--- src/rtl/cpu_pkg.sv ---
// Shared definitions for the CPU front end: opcode/bubble/reset defaults and the
// instruction-fetch FSM state type.
package cpu_pkg;

    localparam logic [15:0] RESET_PC_DEF  = 16'h0000;
    localparam logic [15:0] NOP_INSTR_DEF = 16'h0000;
    localparam logic [3:0]  OP_HLT_DEF    = 4'hF;

    typedef enum logic [1:0] {
        FETCH = 2'd0,
        WAIT  = 2'd1,
        HALT  = 2'd2
    } if_state_t;

    function automatic logic has_opcode(input logic [15:0] word, input logic [3:0] op);
        return word[15:12] == op;
    endfunction

endpackage

--- src/rtl/cpu_if_stage_if_id_pipe_reg.sv ---
// IF/ID pipeline register: flush inserts a bubble, load takes a fetched word,
// otherwise the contents hold. Flush wins over load.
module if_id_pipe_reg #(
    parameter logic [15:0] NOP_INSTR = 16'h0000
) (
    input  logic        clk,
    input  logic        rst_n,
    input  logic        load,
    input  logic        flush,
    input  logic [15:0] next_instr,
    input  logic [15:0] next_pc,
    output logic [15:0] instr,
    output logic [15:0] pc,
    output logic        valid
);

    always_ff @(posedge clk or negedge rst_n) begin
        if (!rst_n) begin
            instr <= NOP_INSTR;
            pc    <= 16'h0000;
            valid <= 1'b0;
        end else if (flush) begin
            instr <= NOP_INSTR;
            pc    <= 16'h0000;
            valid <= 1'b0;
        end else if (load) begin
            instr <= next_instr;
            pc    <= next_pc;
            valid <= 1'b1;
        end
    end

endmodule

--- src/rtl/cpu_if_stage.sv ---
// Instruction-fetch stage: PC, handshaked fetch FSM, stall skid buffer and redirect
// handling, feeding the IF/ID register. Optional counters under IF_PERF_CNT_EN.
module cpu_if_stage
    import cpu_pkg::*;
#(
    parameter logic [15:0] RESET_PC  = RESET_PC_DEF,
    parameter logic [15:0] NOP_INSTR = NOP_INSTR_DEF,
    parameter logic [3:0]  OP_HLT    = OP_HLT_DEF
) (
    input  logic        clk,
    input  logic        rst_n,
    input  logic        stall,
    input  logic        branchTake,
    input  logic [15:0] pcBranch,
    output logic        imemReq,
    output logic [15:0] imemAddr,
    input  logic        imemRdy,
    input  logic [15:0] imemData,
    output logic [15:0] instrD,
    output logic [15:0] pcD,
    output logic        validD,
    output logic        halted
`ifdef IF_PERF_CNT_EN
    ,
    output logic [31:0] fetchCnt,
    output logic [31:0] missCnt
`endif
);

    if_state_t   state, state_n;
    logic [15:0] pc, pc_n, pc_inc;
    logic        redir_pend, redir_pend_n;
    logic [15:0] redir_tgt, redir_tgt_n;
    logic        skid_vld, skid_vld_n;
    logic [15:0] skid_instr, skid_instr_n;
    logic [15:0] skid_pc, skid_pc_n;
    logic        halted_n;
    logic        pipe_load, pipe_flush;
    logic [15:0] pipe_instr, pipe_pc;
    logic        accept, take;

    assign pc_inc   = pc + 16'd2;
    assign imemAddr = pc;

    // A branch cycle never opens a new request: the old address is already dead.
    always_comb begin
        imemReq = 1'b0;
        case (state)
            FETCH:   imemReq = !stall && !skid_vld && !branchTake;
            WAIT:    imemReq = 1'b1;
            default: imemReq = 1'b0;
        endcase
        imemReq = imemReq && rst_n;
    end

    assign accept = imemReq && imemRdy;
    assign take   = accept && !branchTake && !redir_pend;

    always_comb begin
        state_n      = state;
        pc_n         = pc;
        redir_pend_n = redir_pend;
        redir_tgt_n  = redir_tgt;
        skid_vld_n   = skid_vld;
        skid_instr_n = skid_instr;
        skid_pc_n    = skid_pc;
        halted_n     = halted;
        pipe_load    = 1'b0;
        pipe_flush   = 1'b0;
        pipe_instr   = imemData;
        pipe_pc      = pc_inc;

        if (branchTake) begin
            pipe_flush = 1'b1;
            skid_vld_n = 1'b0;
            halted_n   = 1'b0;
            if (state == WAIT && !imemRdy) begin
                // Memory still owes us a word at the old address; retire it first.
                redir_pend_n = 1'b1;
                redir_tgt_n  = pcBranch;
            end else begin
                pc_n         = pcBranch;
                state_n      = FETCH;
                redir_pend_n = 1'b0;
            end
        end else begin
            if (state == WAIT && imemRdy && redir_pend) begin
                pc_n         = redir_tgt;
                state_n      = FETCH;
                redir_pend_n = 1'b0;
            end else if (take) begin
                if (stall) begin
                    skid_vld_n   = 1'b1;
                    skid_instr_n = imemData;
                    skid_pc_n    = pc_inc;
                end else begin
                    pipe_load = 1'b1;
                end
                if (has_opcode(imemData, OP_HLT)) begin
                    state_n  = HALT;
                    halted_n = 1'b1;
                end else begin
                    pc_n    = pc_inc;
                    state_n = FETCH;
                end
            end else if (state == FETCH && imemReq) begin
                state_n = WAIT;
            end

            // Decode consumes IF/ID every unstalled cycle; refill from skid or bubble.
            if (!pipe_load && !stall) begin
                if (skid_vld) begin
                    pipe_load  = 1'b1;
                    pipe_instr = skid_instr;
                    pipe_pc    = skid_pc;
                    skid_vld_n = 1'b0;
                end else begin
                    pipe_flush = 1'b1;
                end
            end
        end
    end

    always_ff @(posedge clk or negedge rst_n) begin
        if (!rst_n) begin
            state      <= FETCH;
            pc         <= RESET_PC;
            redir_pend <= 1'b0;
            skid_vld   <= 1'b0;
            halted     <= 1'b0;
        end else begin
            state      <= state_n;
            pc         <= pc_n;
            redir_pend <= redir_pend_n;
            skid_vld   <= skid_vld_n;
            halted     <= halted_n;
        end
    end

    // Payload registers are qualified by redir_pend / skid_vld and need no reset.
    always_ff @(posedge clk) begin
        redir_tgt  <= redir_tgt_n;
        skid_instr <= skid_instr_n;
        skid_pc    <= skid_pc_n;
    end

    if_id_pipe_reg #(
        .NOP_INSTR (NOP_INSTR)
    ) u_if_id (
        .clk        (clk),
        .rst_n      (rst_n),
        .load       (pipe_load),
        .flush      (pipe_flush),
        .next_instr (pipe_instr),
        .next_pc    (pipe_pc),
        .instr      (instrD),
        .pc         (pcD),
        .valid      (validD)
    );

`ifdef IF_PERF_CNT_EN
    function automatic logic [31:0] sat_inc(input logic [31:0] v);
        return (v == 32'hFFFF_FFFF) ? v : v + 32'd1;
    endfunction

    always_ff @(posedge clk or negedge rst_n) begin
        if (!rst_n) begin
            fetchCnt <= 32'd0;
            missCnt  <= 32'd0;
        end else begin
            if (pipe_load && !pipe_flush)
                fetchCnt <= sat_inc(fetchCnt);
            if (state == WAIT)
                missCnt <= sat_inc(missCnt);
        end
    end
`endif

endmodule

--- config.mk ---
export PLATFORM = sky130hd
export DESIGN_NAME = cpu_if_stage
export DESIGN_NICKNAME = d
export VERILOG_FILES = /design/src/rtl/cpu_pkg.sv /design/src/rtl/cpu_if_stage_if_id_pipe_reg.sv /design/src/rtl/cpu_if_stage.sv
export SDC_FILE = /design/constraint.sdc
export NUM_CORES = 1
export LEC_CHECK = 0
export CELL_PAD_IN_SITES_DETAIL_PLACEMENT = 1
export CELL_PAD_IN_SITES_GLOBAL_PLACEMENT = 1
export CORE_MARGIN = 2
export CORE_UTILIZATION = 44
export CTS_CLUSTER_SIZE = 8
export DETAILED_ROUTE_END_ITERATION = 10
export HOLD_SLACK_MARGIN = 0.02
export PLACE_DENSITY_LB_ADDON = 0.15
export SLEW_MARGIN = 10
export SYNTH_ARGS = -nofsm -noshare
export SYNTH_HDL_FRONTEND = slang
export SYNTH_SLANG_ARGS = --single-unit
--- constraint.sdc ---
create_clock -name clk -period 4.17 [get_ports clk]
set_input_delay 0.417 -clock clk [delete_from_list [all_inputs] [get_ports clk]]
set_output_delay 0.417 -clock clk [all_outputs]
set_load 0.01 [all_outputs]
After elaboration in Yosys (flattened, before gate mapping)
Cells that the tools add are included.
{"block": "op_classes", "bitwise_logic": 2, "add_sub_neg": 1, "muxes": 47, "eq_ne": 5, "reduce_logical": 29}
{"operator": "$mux W16", "n": 15}
{"operator": "$mux W1", "n": 25}
{"operator": "$add A16 B2 Y16 const B", "n": 1}
{"operator": "$mux W2", "n": 6}
{"operator": "$logic_and A1 B1 Y1", "n": 11}
{"operator": "$reduce_bool A2 Y1", "n": 4}
{"operator": "$logic_not A1 Y1", "n": 6}
{"operator": "$reduce_and A3 Y1", "n": 2}
{"operator": "$eq A4 B4 Y1 const B", "n": 1}
{"operator": "$ne A2 B2 Y1 const B", "n": 2}
{"operator": "$reduce_and A2 Y1", "n": 2}
{"operator": "$reduce_and A4 Y1", "n": 1}
{"operator": "$reduce_bool A4 Y1", "n": 1}
{"operator": "$ne A3 B3 Y1 const B", "n": 1}
{"operator": "$reduce_bool A3 Y1", "n": 1}
{"operator": "$eq A2 B1 Y1 const B", "n": 1}
{"operator": "$logic_not A2 Y1", "n": 1}
{"operator": "$not A1 Y1", "n": 2}
{"operator": "$pmux W1 S2", "n": 1}
{"block": "totals", "inputBits": 37, "ff_bits": 102, "word_cells": 95, "output_inout_bits": 51}

Longest topological paths before layout
Gate-level depths: netlist of run 1.
{"block": "logic_depth", "word_depth": 17, "mapped_depth": 8, "mapped_depth_nobuf": 6}

Hierarchy
From an unflattened synthesis of run 1, not the netlist that was laid out.
{"block": "unflattened", "cells_unflattened": 389, "area_unflattened_um2": 4979.8}
{"module": "cpu_if_stage", "area_per_inst_um2": 3617.2, "seq_area_each_um2": 1966.9, "n_inst": 1, "cells_each": 282}
{"module": "if_id_pipe_reg", "area_per_inst_um2": 1362.6, "seq_area_each_um2": 825.8, "n_inst": 1, "cells_each": 107}

Least setup slack after synthesis of run 1
Ideal clock, no wire load.
{"block": "synth_path", "kind": "input to register", "start": "input branchTake", "end": "register pc[0], in the netlist imemAddr[0]", "stages": 5, "required_time_ns": 4.042, "path_buffers": 2, "arrival_ns": 2.604, "slack_ns": 1.438, "setup_ns": 0.128, "path_cell_list": "buf_2 > clkbuf_1 > nor3b_1 > nor2b_1 > nor3_1"}
{"block": "synth_between", "elab_chain_cells": 9, "word_cells_on_any_way": 12, "classes_between": "eq/ne (2); mux (2); reduce/logical (8)"}
{"item": "start: declaration", "line": "cpu_if_stage.sv:13", "rtl": "input logic branchTake,"}
{"item": "$logic_not A1 Y1", "line": "cpu_if_stage.sv:49, cpu_if_stage.sv:57"}
{"item": "$logic_and A1 B1 Y1", "line": "cpu_if_stage.sv:49", "rtl": "FETCH: imemReq = !stall && !skid_vld && !branchTake;"}
{"item": "$pmux W1 S2", "line": "cpu_if_stage.sv:48", "rtl": "case (state)"}
{"item": "$logic_and A1 B1 Y1", "line": "cpu_if_stage.sv:53", "rtl": "imemReq = imemReq && rst_n;"}
{"item": "$logic_and A1 B1 Y1", "line": "cpu_if_stage.sv:56", "rtl": "assign accept = imemReq && imemRdy;"}
{"item": "$logic_and A1 B1 Y1 (2 in a row)", "line": "cpu_if_stage.sv:57", "rtl": "assign take = accept && !branchTake && !redir_pend;"}
{"item": "$reduce_bool A3 Y1 (no source line)"}
{"item": "$reduce_and A3 Y1 (no source line)"}
{"item": "end signal: assignment", "line": "cpu_if_stage.sv:133", "rtl": "pc <= pc_n;"}
{"item": "end: declaration", "line": "cpu_if_stage.sv:31", "rtl": "logic [15:0] pc, pc_n, pc_inc;"}
Several ways; a longest one is shown, not always the timed one.
A chain may end at the register's enable or synchronous reset.

Final worst setup path of run 1
{"block": "layout_path", "start": "input branchTake", "end": "register skid_instr[13] (enable)"}
{"block": "layout_between", "elab_chain_cells": 8, "word_cells_on_any_way": 9, "classes_between": "mux (1); bitwise (1); reduce/logical (7)"}
{"item": "$logic_not A1 Y1", "line": "cpu_if_stage.sv:49, cpu_if_stage.sv:57"}
{"item": "$logic_and A1 B1 Y1", "line": "cpu_if_stage.sv:49"}
{"item": "$pmux W1 S2", "line": "cpu_if_stage.sv:48"}
{"item": "$logic_and A1 B1 Y1", "line": "cpu_if_stage.sv:53"}
{"item": "$logic_and A1 B1 Y1", "line": "cpu_if_stage.sv:56"}
{"item": "$logic_and A1 B1 Y1 (2 in a row)", "line": "cpu_if_stage.sv:57"}
{"item": "$reduce_and A4 Y1 (no source line) *"}
{"item": "end signal: assignment", "line": "cpu_if_stage.sv:143", "rtl": "skid_instr <= skid_instr_n;"}
{"item": "end: declaration", "line": "cpu_if_stage.sv:35", "rtl": "logic [15:0] skid_instr, skid_instr_n;"}
Every way passes the cells marked *; elsewhere a longest branch is shown, timed or not.

==> results of run 1 <==
## registers in the layout, summed over array words and instances, names as in the netlist
| register | count |
|---|---|
| halted | 1 |
| u_if_id.instr | 16 |
| u_if_id.valid | 1 |
| skid_pc | 16 |
| redir_tgt | 16 |
| imemAddr | 16 |
| skid_vld | 1 |
| state | 2 |
| u_if_id.pc | 16 |
| skid_instr | 16 |
| redir_pend | 1 |
## stage by stage
step                utilization, %  power (uW)
floorplan                        -        1410
global placement              54.8        1610
detailed placement            54.8        1620
CTS                           56.6        2230
global route                  56.6        2310
finish                        56.6        2210
## cell families (layout without fill, tap and decap cells)
logic type,count (synthesis),count (layout),share of synthesized area (%)
muxes,4,4,0.883
xor gates and xnor gates,13,13,2.44
adders and majority gates,1,1,0.268
DFF,102,102,59.7
buffers and inverters,36,123,3.88
AOI/OAI and AO/OA,134,134,19.5
and+or+nand+nor,123,123,13.2
## worst paths after layout
kind | from | endpoint | slack (ns) | cells after the start
worst max register to register | skid_vld | skid_instr[13] | 1.41 | 5
worst min-delay path | rst_n | u_if_id.instr[4] | 0.24 | 2
min in group clk | u_if_id.instr[3] | u_if_id.instr[3] | 0.47 | 2
max in group asynchronous | rst_n | u_if_id.pc[14] | 3.43 | 2
worst max-delay path | branchTake | skid_instr[13] | 1.13 | 6
worst min register to register | u_if_id.instr[3] | u_if_id.instr[3] | 0.47 | 2
## cell usage in the layout, fill, tap and decap left out, drive strengths merged, types with 5 or more instances in the layout
cell type       n
a21o            7
xor2            7
dfrtp          54
nor3            7
edfxtp         48
o21ai          54
nand3           5
inv            10
o2bb2ai         8
a21oi          16
clkdlybuf4s50  86
nor2           34
buf            12
clkbuf         12
a22oi          14
a22o            8
xnor2           6
nor2b           7
nand2          49
## worst max-delay path, delay by kind of cell
kind,cells,cell delay (ns)
and+or+nand+nor,4,1.67
buffers and inverters,2,1.01
## layout make-up
class                           count  area (um2)
Clock buffer                       12         155
Inverter                            9        33.8
Sequential cell                   102        2790
Timing Repair Buffer               98         948
Fill cell                        1098        4490
Tap cell                          136         170
Multi-Input combinational cell    275        1710
Clock inverter                      4        30.0
## power breakdown
| group | internal (uW) | switching, uW | total [uW] |
|---|---|---|---|
| combinational | 196 | 211 | 407 |
| sequential | 1120 | 77.8 | 1200 |
| clock | 253 | 351 | 603 |
## per-layer routing
layer / wire, um / up-vias / GRT usage [%]
met5: 0 / - / 0
met4: 139 / 0 / 5.01
met3: 465 / 8 / 4.19
met2: 6040 / 82 / 37.7
met1: 5470 / 1809 / 30.4
li1: - / 1679 / -
==> reports/qor.csv, run 1 <==
metric,value,unit
max_freq,328,MHz
path_class,in2reg,
p_leak,0.00222,uW
yosys.area.top_type,edfxtp_1,
cts.sinks,102,
cts_max_path_buffers,2,
dpl-instance-area,5650,um2
fin_cells,636,
yosys-top-cells-area,"edfxtp_1, dfrtp_1, o21ai_0",
grt.total_usage,22.5,%
pin_count,88,
root_buffer,clkbuf_8,
ys.flop_type,dfrtp_1,
cp_max_fo,17,
fin_crit_sh,73.0,%
yosys_warnings,0,
area_delta_synth_final,24.9,%
end_kind,flop,
yosysMostFrequentCell,dfrtp_1,
ctsHoldBuffers,0,
synth_enable_flop_cells,48,
maxSlewHeadroom,28.8,%
hold_class,in2async,
grt_pass1_wl,20.0,mm
antenna_left,0,
grt_overflow,0,
die_w,107,um
finalInstanceArea,5840,um2
min_period,3.04,ns
coreArea,10300,um2
synth_area_per_cell,11.3,um2
start_util,45.3,%
wl,12.1,mm
port_buffers,87,
hold_violations,0,
crit_required,4.23,ns
seq_area_frac_synth,59.7,%
clk_pin_slew,0.10,ns
rows,37,
synth-seq-cells,102,
grt_setup_unrepaired,no,
synthDistinctLibCells,60,
via_per_inst,5.63,
ctsResizeCount,0,
grt_pass1_vias,3772,
outcome,completed,
start_kind,input port,
async_reset_ff_share,52.9,%
setup_viol,0,
synthesis.nets,451,
n_antenna_cell,0,
synthTopCellsByCount,"dfrtp_1, nand2_1, edfxtp_1",
synth_top_area_share,30.8,%
nets,533,
post_cts_buffers,0,
place_congestion,0.828,
hold_slack,0.235,ns
finalSetupTns,0,ns
route.vias.total,3578,
netlist_instances,413,
max_slew.worst_pin.slew,1.07,ns
hpwlAfterDp,8.47,mm
peakVddDrop,0.217,mV
slowest_delay,0.72,ns
power_density,378,nW/um2
dr.pass1.iters,4,
drive_gt1_share,9.40,%
drcViolationCount,0,
slowest_stage,and2_1,
die-area,11500,um2
antenna_found_initial,0,
wire_per_inst,19.0,um
maxCapViolations,0,
cts-htree-levels,3,
path_cells,"clkdlybuf4s50_1, nor3_1, nor2_1, nor2_1, and2_1, buf_4",
maxSlewViolCount,0,
die_h,107,um
finalWorstSetupSlack,1.13,ns
cp_common_cell,nor2_1,
insertion_delay,0.37,ns
grt_max_degree,58,
dp.cells,620,
finalClockSkew,0.0111,ns
critPathArrivalTime,3.11,ns
cts_tree,built,
initialDrtViolationCount,161,
syn_area,4670,um2
cts_inserted_buffers,9,
dpl_worst_slack,0.722,ns
Note: power is estimated with default switching activity, not from simulation.
==> run 2: changes to the inputs <==
CORE_UTILIZATION = 37   (was 44)
clock period = 2.7 ns   (was 4.17 ns; I/O delays follow)
==> reports/qor.csv, run 2 (same netlist as run 1, synthesis figures left out) <==
metric,value,unit,change
outcome,completed,,unchanged
start_util,37.5,%,was 45.3%
seqCellArea,2790,um2,unchanged
antenna_left,0,,unchanged
setup_viol,0,,unchanged
multi_input_area,1710,um2,unchanged
max_freq,396,MHz,
grt_max_degree,42,,was 58
root_buffer,clkbuf_16,,was clkbuf_8
maxSlewViolCount,0,,unchanged
drive_gt1_share,9.90,%,was 9.40%
hold_class,in2async,,unchanged
finalClockSkew,0.00502,ns,was 0.0111 ns
insertion_delay,0.35,ns,was 0.37 ns
cts_tree,built,,unchanged
drcViolationCount,0,,unchanged
fillers,1364,,was 1098
maxCapViolations,0,,unchanged
reg2reg_slack,0.44,ns,was 1.41 ns
area_delta_synth_final,29.1,%,was 24.9%
place_congestion,0.792,,was 0.828
crit_required,2.43,ns,was 4.23 ns
final_cell_mix,"clkdlybuf4s50_1, dfrtp_1, nand2_1",,unchanged
crit_path_start,stall,,was branchTake
grt.total_usage,19.7,%,was 22.5%
grt_pass1_vias,3768,,was 3772
cts_inserted_buffers,9,,unchanged
dr.pass1.iters,4,,unchanged
coreArea,12500,um2,was 10300 um2
path_class,in2out,,was in2reg
die_w,116,um,was 107 um
antenna_found_initial,0,,unchanged
port_buffers,87,,unchanged
min_period,2.53,ns,
slowest_stage,clkdlybuf4s50_1,,was and2_1
clk_pin_slew,0.07,ns,was 0.10 ns
dpl_worst_slack,0.0268,ns,was 0.722 ns
cts-htree-levels,3,,unchanged
rows,41,,was 37
slowest_delay,0.58,ns,was 0.72 ns
route.vias.total,3608,,was 3578
p_leak,0.00230,uW,was 0.00222 uW
final_common_cell,clkdlybuf4s50_1,,unchanged
cp_top_family,buffers and inverters,,was simple AND/OR/NAND/NOR gates
power_density,624,nW/um2,was 378 nW/um2
wire_per_inst,18.2,um,was 19.0 um
peakVddDrop,0.242,mV,was 0.217 mV
grt_pass1_wl,20.3,mm,was 20.0 mm
path_buf_inv,2,,unchanged
critPathArrivalTime,2.26,ns,was 3.11 ns
r2r-start,state[1],,was skid_vld
maxSlewHeadroom,30.1,%,was 28.8%
via_per_inst,5.33,,was 5.63
finalSetupTns,0,ns,unchanged
cp_max_fo,8,,was 17
fin_crit_sh,93.6,%,
post_cts_buffers,0,,unchanged
grt_setup_unrepaired,no,,unchanged
die-area,13500,um2,was 11500 um2
finalWorstSetupSlack,0.172,ns,was 1.13 ns
cp_common_cell,clkdlybuf4s50_1,,was nor2_1
path_cells,"clkdlybuf4s50_1, nor3_1, nor2_1, nor2b_1, clkdlybuf4s50_1",,"was clkdlybuf4s50_1, nor3_1, nor2_1, nor2_1, and2_1, buf_4"
max_slew.worst_pin.slew,1.05,ns,was 1.07 ns
hpwlAfterDp,8.46,mm,was 8.47 mm
end_kind,output pin,,was flop
cts_max_path_buffers,2,,unchanged
cts.sinks,102,,unchanged
start_kind,input port,,unchanged
wl,12.4,mm,was 12.1 mm
hold_violations,0,,unchanged
initialDrtViolationCount,194,,was 161
grt_overflow,0,,unchanged
nets,538,,was 533
n_antenna_cell,0,,unchanged
die_h,116,um,was 107 um
pin_count,88,,unchanged
-- run 2: through the flow --
step | hold WS [ns] | cell area (um2) | std cells | total power, uW | utilization (%)
6_report | 0.0388 | 6030 | 677 | 3770 | 48.4
5_1_grt | 0.0495 | 6030 | 677 | 3930 | 48.4
4_1_cts | 0.0437 | 6030 | 677 | 3800 | 48.4
3_5_place_dp | 0.210 | 5740 | 660 | 2510 | 46.1
3_3_place_gp | 0.210 | 5740 | 660 | 2500 | 46.1
2_1_floorplan | -0.0256 | 4670 | 413 | 2180 | -
-- run 2: power by group --
part           internal, uW  switching (uW)  total [uW]
clock network           714             572        1290
logic                   306             324         629
registers              1730             123        1850
-- run 2: layout make-up --
cell class,instances,area share [%]
clock buffers,11,3.86
clock inverters,5,0.830
inverters,9,0.560
multi-input cells,275,28.3
flip-flops and latches,102,46.3
well taps,172,3.57
repair buffers,103,16.6
-- run 2: worst paths after layout --
check	end	depth (start not counted)
max	imemReq	5
min	u_if_id.pc[1]	2
max reg2reg	u_if_id.instr[14]	5
min reg2reg	u_if_id.instr[1]	2
max in group asynchronous	u_if_id.pc[11]	2
min in group clk	u_if_id.instr[1]	2
-- run 2: metal layers --
layer	part of all wire, %	GRT usage, %	vias up
li1	-	-	1687
met1	47	27.0	1826
met2	48	32.1	82
met3	3.7	2.80	13
met4	1.6	7.46	0
met5	0	0	-
-- run 2: what timing repair did --
action / 4_1_cts / 5_1_grt
resized for setup: 0 / 0
hold buffers: 1 / 0
hold endpoints to repair: 9 / 0
